## src/rtl/mem_port_stall_ctrl_pkg.sv

```systemverilog
// mem_port_stall_ctrl_pkg: shared FSM state encoding and default memory latency
package mem_port_stall_ctrl_pkg;

    typedef enum logic [1:0] {
        ST_IDLE    = 2'd0,
        ST_BUSY_IF = 2'd1,
        ST_BUSY_DM = 2'd2
    } state_e;

    localparam int DEF_MEM_LAT = 2;

endpackage

```

## src/rtl/mem_port_stall_ctrl_wait_counter.sv

```systemverilog
// wait_counter: loadable down-counter that saturates at zero and flags zero
module wait_counter #(
    parameter int CNT_W = 4
) (
    input  logic             clk,
    input  logic             rst_n,
    input  logic             load_i,
    input  logic [CNT_W-1:0] load_val_i,
    input  logic             dec_i,
    output logic             zero_o
);

    logic [CNT_W-1:0] cnt_q, cnt_d;

    // load wins over decrement; decrement never wraps below zero
    always_comb cnt_d = load_i ? load_val_i : (dec_i && cnt_q != '0) ? cnt_q - 1'b1 : cnt_q;

    // count register
    always_ff @(posedge clk or negedge rst_n) begin
        if (!rst_n) cnt_q <= '0;
        else        cnt_q <= cnt_d;
    end

    assign zero_o = (cnt_q == '0);

endmodule

```

## src/rtl/mem_port_stall_ctrl.sv

```systemverilog
// mem_port_stall_ctrl: serialises fetch and data accesses onto one fixed-latency memory port
module mem_port_stall_ctrl
    import mem_port_stall_ctrl_pkg::*;
#(
    parameter int ADDR_W  = 32,
    parameter int DATA_W  = 32,
    parameter int MEM_LAT = DEF_MEM_LAT,
    parameter int CNT_W   = 4
) (
    input  logic              clk,
    input  logic              rst_n,
    input  logic              if_req,
    input  logic [ADDR_W-1:0] if_addr,
    output logic [DATA_W-1:0] if_rdata,
    input  logic              dm_req,
    input  logic              dm_we,
    input  logic [ADDR_W-1:0] dm_addr,
    input  logic [DATA_W-1:0] dm_wdata,
    output logic [DATA_W-1:0] dm_rdata,
    output logic              mem_req,
    output logic              mem_we,
    output logic [ADDR_W-1:0] mem_addr,
    output logic [DATA_W-1:0] mem_wdata,
    input  logic [DATA_W-1:0] mem_rdata,
    output logic              stall
);

    localparam logic [CNT_W-1:0] LOAD_VAL = CNT_W'(MEM_LAT - 1);

    state_e            state_q;
    logic              if_served_q, dm_served_q, mem_req_q, mem_we_q;
    logic [ADDR_W-1:0] mem_addr_q;
    logic [DATA_W-1:0] mem_wdata_q, if_rdata_q, dm_rdata_q;
    logic              if_pend, dm_pend, busy, start, cnt_zero;

    assign if_pend = if_req & ~if_served_q;
    assign dm_pend = dm_req & ~dm_served_q;
    assign stall   = if_pend | dm_pend;
    assign busy    = (state_q != ST_IDLE);
    assign start   = ~busy & stall;

    wait_counter #(.CNT_W(CNT_W)) u_wait (
        .clk        (clk),
        .rst_n      (rst_n),
        .load_i     (start),
        .load_val_i (LOAD_VAL),
        .dec_i      (busy),
        .zero_o     (cnt_zero)
    );

    // arbitration FSM: data first, then fetch; served bits clear on every pipeline advance
    always_ff @(posedge clk or negedge rst_n) begin
        if (!rst_n) begin
            state_q     <= ST_IDLE;
            if_served_q <= 1'b0;
            dm_served_q <= 1'b0;
            mem_req_q   <= 1'b0;
            mem_we_q    <= 1'b0;
            mem_addr_q  <= '0;
            mem_wdata_q <= '0;
            if_rdata_q  <= '0;
            dm_rdata_q  <= '0;
        end else begin
            if (!stall) begin
                if_served_q <= 1'b0;
                dm_served_q <= 1'b0;
            end
            unique case (state_q)
                ST_IDLE: begin
                    if (dm_pend) begin
                        state_q     <= ST_BUSY_DM;
                        mem_req_q   <= 1'b1;
                        mem_we_q    <= dm_we;
                        mem_addr_q  <= dm_addr;
                        mem_wdata_q <= dm_wdata;
                    end else if (if_pend) begin
                        state_q    <= ST_BUSY_IF;
                        mem_req_q  <= 1'b1;
                        mem_we_q   <= 1'b0;
                        mem_addr_q <= if_addr;
                    end
                end
                ST_BUSY_IF: begin
                    if (cnt_zero) begin
                        if_rdata_q <= mem_rdata;
                        if (if_req) if_served_q <= 1'b1;
                        mem_req_q  <= 1'b0;
                        mem_we_q   <= 1'b0;
                        state_q    <= ST_IDLE;
                    end
                end
                ST_BUSY_DM: begin
                    if (cnt_zero) begin
                        if (!mem_we_q) dm_rdata_q <= mem_rdata;
                        if (dm_req) dm_served_q <= 1'b1;
                        mem_req_q <= 1'b0;
                        mem_we_q  <= 1'b0;
                        state_q   <= ST_IDLE;
                    end
                end
                default: state_q <= ST_IDLE;
            endcase
        end
    end

    assign mem_req   = mem_req_q;
    assign mem_we    = mem_we_q;
    assign mem_addr  = mem_addr_q;
    assign mem_wdata = mem_wdata_q;
    assign if_rdata  = if_rdata_q;
    assign dm_rdata  = dm_rdata_q;

endmodule

```

## config.mk

```make
export PLATFORM = sky130hd
export DESIGN_NAME = mem_port_stall_ctrl
export DESIGN_NICKNAME = d
export VERILOG_FILES = /design/src/rtl/mem_port_stall_ctrl_pkg.sv /design/src/rtl/mem_port_stall_ctrl_wait_counter.sv /design/src/rtl/mem_port_stall_ctrl.sv
export SDC_FILE = /design/constraint.sdc
export NUM_CORES = 1
export LEC_CHECK = 0
export ABC_AREA = 1
export ABC_CLOCK_PERIOD_IN_PS = 1900
export BUFFER_PORTS_ARGS = -buffer_cell sky130_fd_sc_hd__buf_2
export CAP_MARGIN = 5
export CORE_MARGIN = 5
export CORE_UTILIZATION = 47
export CTS_CLUSTER_DIAMETER = 120
export DETAILED_ROUTE_END_ITERATION = 8
export GPL_ROUTABILITY_DRIVEN = 0
export GPL_TIMING_DRIVEN = 0
export PLACE_DENSITY_LB_ADDON = 0.1
export REMOVE_ABC_BUFFERS = 1
export SYNTH_ARGS = -nofsm -noshare
export SYNTH_HDL_FRONTEND = slang
export SYNTH_SLANG_ARGS = --single-unit
```

## constraint.sdc

```tcl
create_clock -name clk -period 1.9 [get_ports clk]
set_input_delay 0.19 -clock clk [delete_from_list [all_inputs] [get_ports clk]]
set_output_delay 0.19 -clock clk [all_outputs]
set_load 0.02 [all_outputs]
```

After elaboration in Yosys (flattened, before gate mapping):

Cells that the tools add are included.

* add/subtract/negate cells: 1
* multipliers: 0
* div/mod/pow operators: 0
* magnitude comparators: 0
* equality and inequality tests: 4
* shift-type cells: 0
* multiplexer cells: 23
* bitwise gates (word level): 8
* reduce and logical (&&, ||, !) cells: 15

Operators by type and width (number)
* $mux 32: 2
* $mux 1: 13
* $mux 4: 2
* $reduce_and 2->1: 4
* $reduce_bool 2->1: 4
* $mux 2: 3
* $reduce_and 3->1: 2
* $logic_not 4->1: 1
* $not 1->1: 4
* $pmux 1 s2: 2
* $pmux 2 s2: 1
* $reduce_bool 4->1: 1
* $sub 4x1->4 const B: 1
* $and 1x1->1: 3
* $ne 3x3->1 const B: 1
* $eq 2x1->1 const B: 1
* $eq 2x2->1 const B: 1
* $logic_not 2->1: 1
* $ne 2x1->1 const B: 1
* $reduce_or 2->1: 1
* $logic_and 1x1->1: 1
* $or 1x1->1: 1

* flip-flop bits (word level): 138
* latch bits: 0
* memory bits (writable): 0
* memory bits (read-only): 0
* input bits: 133
* word-level logic and storage cells: 61
* memories: 0

Longest topological paths before layout:

* depth after elaboration: 7
* depth in mapped cells: 8

Cells and area by module:

From an unflattened synthesis, not the netlist that was laid out.

* cells, all modules: 705
* area, all modules: 5890.6 µm²

Modules (own cells, without submodules)
* mem_port_stall_ctrl: times used 1, cells each 659, area an instance 5595.4 µm², seq. area each 3353.2 µm²
* wait_counter: times used 1, cells each 46, area an instance 295.3 µm², seq. area each 100.1 µm²

Least setup slack after synthesis:

No wires, ideal clock.

* path kind: register -> register
* start point: register u_wait.cnt_q[0]
* end point: register if_rdata_q[23], in the netlist if_rdata[23]
* library setup time: 118 ps
* data arrival time: 1297 ps
* data required time: 1782 ps
* path slack: 485 ps
* stages on the path, launching flop included: 9
* buffers on the path: 1
* cells stage by stage: dfrtp_1 > inv_1 > ha_1 > nand2_1 > nor2_2 > nand2_4 > buf_6 > nand2_1 > o21ai_2

* cells in the longest elaborated chain, start to end: 2

Ends and longest elaborated chain
* start, declared: RTL line mem_port_stall_ctrl_wait_counter.sv:13 `logic [CNT_W-1:0] cnt_q, cnt_d;`
* start signal, assigned: RTL line mem_port_stall_ctrl_wait_counter.sv:21 `else cnt_q <= cnt_d;`
* $logic_not 4->1: RTL line mem_port_stall_ctrl_wait_counter.sv:24 `assign zero_o = (cnt_q == '0);`
* $reduce_and 2->1 (no source line)
* end signal, assigned: RTL line mem_port_stall_ctrl.sv:85 `if_rdata_q <= mem_rdata;`
* end, declared: RTL line mem_port_stall_ctrl.sv:33 `logic [DATA_W-1:0] mem_wdata_q, if_rdata_q, dm_rdata_q;`

No other way between the ends.
A chain may end at the register's enable or synchronous reset.

Worst setup path after layout:

* start point: register dm_served_q
* end point: output port stall

* cells in the longest elaborated chain, start to end: 3

Ends and longest elaborated chain
* start, declared: RTL line mem_port_stall_ctrl.sv:31 `logic if_served_q, dm_served_q, mem_req_q, mem_we_q;`
* start signal, assigned: RTL line mem_port_stall_ctrl.sv:56 `dm_served_q <= 1'b0;`
* start signal, assigned: RTL line mem_port_stall_ctrl.sv:66 `dm_served_q <= 1'b0;`
* start signal, assigned: RTL line mem_port_stall_ctrl.sv:95 `if (dm_req) dm_served_q <= 1'b1;`
* $not 1->1: RTL line mem_port_stall_ctrl.sv:37 `assign dm_pend = dm_req & ~dm_served_q;`
* $and 1x1->1: RTL line mem_port_stall_ctrl.sv:37
* $or 1x1->1: RTL line mem_port_stall_ctrl.sv:38 `assign stall = if_pend | dm_pend;`
* end, declared: RTL line mem_port_stall_ctrl.sv:25 `output logic stall`

No other way between the ends.

==> qor_table.md <==
| Parameter | This run | Unit |
|:---|:---|:---|
| FF/Latch Area | 3450 | um^2 |
| Category of the worst setup path launch point | register | - |
| Antenna Diode Count | 0 | - |
| Least setup slack across all paths after layout | 0.0566 | ns |
| Most repeated cell in the gate-level netlist after synthesis | nand2_1 | - |
| Max-slew violation total from the final report | 0 | - |
| Fin. Hold Viols | 0 | - |
| Library cell with the largest summed area after synthesis | dfrtp_1 | - |
| Post-synth ARST share | 100 | % |
| Max_slew headroom | 48.3 | % |
| Total negative slack for setup checks | 0 | ns |
| Fraction of layout cells with a size suffix above 1 | 36.4 | % |
| Die Outline Area | 15,300 | um^2 |
| Vert. Die Dim | 124 | um |
| Wire length per cell after detailed routing | 14.8 | um |
| Total number of clock tree sinks | 138 | - |
| Level count of the clock H-tree | 4 | - |
| Total wirelength of the detailed-routed design | 17,200 | um |
| Endpoint type of the worst setup path | output port | - |
| Inst Count DP | 1,090 | - |
| Startpoint of the lowest-slack register-to-register path | dm_served_q | - |
| Number of flops mapped to enable cells by yosys | 0 | - |
| Maximum frequency from static timing analysis | 542 | MHz |
| Setup fix buffers added after clock tree synthesis | 0 | - |
| Clock tree from TritonCTS | done | - |
| Top flip-flop cell by instance count after synthesis | dfrtp_1 | - |
| Max_cap viols | 0 | - |
| VDD IR-drop max | 0.869 | mV |
| Final layout net count | 1,109 | - |
| Standard-cell rows | 41 | - |
| Via count of the first global-routing pass | 5,511 | - |
| Minimum clock period | 1.84 | ns |
| Global routing usage summed across all routing layers | 22.0 | % |
| Fin area | 8400 | um^2 |
| Power consumption | 15.3 | mW |
| Synth warn | 0 | - |
| Post-synth top area share | 56.7 | % |
| Library cell used as clock root buffer | clkbuf_16 | - |
| Number of antenna violations at the first check in global routing | 1 | - |
| Ranking of synthesized cells by instance count | 340 x nand2_1, 138 x dfrtp_1, 49 x o21ai_2 | - |
| Start point of the worst min-delay path | mem_rdata[20] | - |
| Bufs on Longest Clock Path | 2 | - |
| Detailed-route via count | 5,578 | - |
| Critical Setup Path Class | register to output port | - |
| Final setup violation count | 0 | - |
| Clock Latency Late Sink | 0.41 | ns |
| Sequential element share of the synthesized area | 56.7 | % |
| Clock Pin Slew Worst Setup and Hold Paths | 0.06 | ns |
| Post-Place Setup Slack | -0.814 | ns |
| Number of iterations in the first detailed-routing pass | 4 | - |
| Number of top-level pins | 264 | - |
| Crit path required time | 1.71 | ns |
| Multi-input logic area | 2250 | um^2 |
| Number of clock buffers inserted by TritonCTS | 17 | - |
| CP Launch Point | dm_served_q | - |
| Horizontal die dimension | 124 | um |
| Filler Cells Inserted | 1,069 | - |
| Setup repair after global routing missed its margin | yes | - |
| Via/cell ratio | 4.82 | - |
| Cell variety after synth | 23 | - |
| Result of the run | finished clean | - |
| Leakage power summed over all cells | 4.80 | nW |
| Initial DRC count | 360 | - |
| Worst min path class | input pin to register | - |
| Layout overhead on the synthesized area | 38.0 | % |
| Core ar. | 12,700 | um^2 |
| Port bufs | 263 | - |
| Post-detailed-placement cell area | 7370 | um^2 |
| Maximum fanout count along the critical path | 36 | - |
| Dpl hpwl | 11,500 | um |
| Largest net degree at the start of global routing | 72 | - |
| Power Density | 1820 | nW/um^2 |
| Crit share post-route | 97.0 | % |
| Worst Skew | 0.00855 | ns |
| Global-route wire length before repair | 26,100 | um |
| Critical path data arrival time | 1.65 | ns |
| Main area contributors after synthesis | dfrtp_1 57%, nand2_1 21%, o21ai_2 7.0%, buf_6 3.5%, nand3_1 3.5% | - |
| Layout Cells excl Fill | 1,157 | - |
| Starting utilization of the core area | 48.0 | % |
| Remaining routing DRC violations | 0 | - |
| Slew at the pin with the worst max-slew slack | 0.776 | ns |
| Total congestion overflow after global routing | 0 | - |
| Gate count of the mapped netlist | 689 | - |
| Synthesized flop and latch total | 138 | - |
| Synthesized area per cell | 8.84 | um^2 |
| Post-route antenna net violation count | 0 | - |
| Mapped Area | 6090 | um^2 |
## sequential cells by signal, indices dropped and copies added (netlist names)
name	cells
mem_addr	32
state_q	2
if_rdata	32
dm_served_q	1
mem_req	1
dm_rdata	32
u_wait.cnt_q	4
mem_wdata	32
mem_we	1
if_served_q	1
## worst max-delay path: stages (launching register included)
cell and delay [ns]:
dfrtp_1 0.41, inv_6 0.26, nand2_8 0.21, nand2_2 0.17, buf_2 0.19
## power by group
group	total, mW	switching [mW]	internal [mW]
Sequential	5.11	0.740	4.36
Combinational	6.82	4.64	2.18
Clock	3.35	1.22	2.13
Total	15.3	6.60	8.67
## path summary, 6_finish.rpt
| kind | to | slack [ns] | cells after the start |
|---|---|---|---|
| setup / recovery | stall | 0.06 | 4 |
| hold / removal | if_rdata[20] | 0.03 | 3 |
| setup reg to reg | mem_addr[8] | 0.09 | 7 |
| hold reg to reg | mem_wdata[4] | 0.47 | 2 |
| max in group asynchronous | dm_rdata[27] | 0.78 | 3 |
| min in group asynchronous | mem_addr[6] | 0.36 | 2 |
## timing repair
item	4_1_cts	5_1_grt
pin swaps	1	2
hold buffers	33	0
gates resized for setup	10	6
endpoints found under the setup margin	105	132
hold endpoints to repair	102	0
gates cloned	0	2
## through the flow
stage / util (%) / hold WS [ns]
floorplan: - / -0.106
global placement: 57.9 / 0.384
detailed placement: 58.2 / 0.244
CTS: 65.9 / 0.0137
global route: 66.3 / 0.0284
finish: 66.3 / 0.0266
## metal layers
metal | vias up | share of wire [%] | global-route usage, %
met5 | - | 0.064 | 0
met4 | 2 | 3.3 | 9.76
met3 | 43 | 7.3 | 7.31
met2 | 180 | 50 | 37.2
met1 | 2633 | 39 | 25.3
li1 | 2720 | - | -
## cell type report
| type | count | share of cell area, % |
|---|---|---|
| Clock buffer | 21 | 5.48 |
| Clock inverter | 11 | 1.73 |
| Inverter | 46 | 2.32 |
| Sequential cell | 138 | 41.1 |
| Timing Repair Buffer | 297 | 20.0 |
| Multi-Input combinational cell | 472 | 26.8 |
| Tap cell | 172 | 2.56 |
## kinds of logic (layout without fill, tap and decap cells)
| family | after synthesis | after routing | share of synthesized area, % |
|---|---|---|---|
| adders and majority gates | 4 | 4 | 0.822 |
| buffers and inverters | 81 | 375 | 7.52 |
| and+or+nand+nor | 397 | 399 | 26.2 |
| AOI/OAI and AO/OA | 69 | 69 | 8.75 |
| DFF | 138 | 138 | 56.7 |
## layout by cell type, fill, tap and decap left out, drive strengths merged
cell and instances:
ha 4, nand4 2, o31ai 1, bufinv 3, buf 264, dfrtp 138, nor2 6, nand3 44
dlygate4sd3 33, inv 45, nand2 347, a31oi 1, o21ai 67, clkinvlp 3, clkinv 6, clkbuf 21
Power figures use the tool's default switching activity.
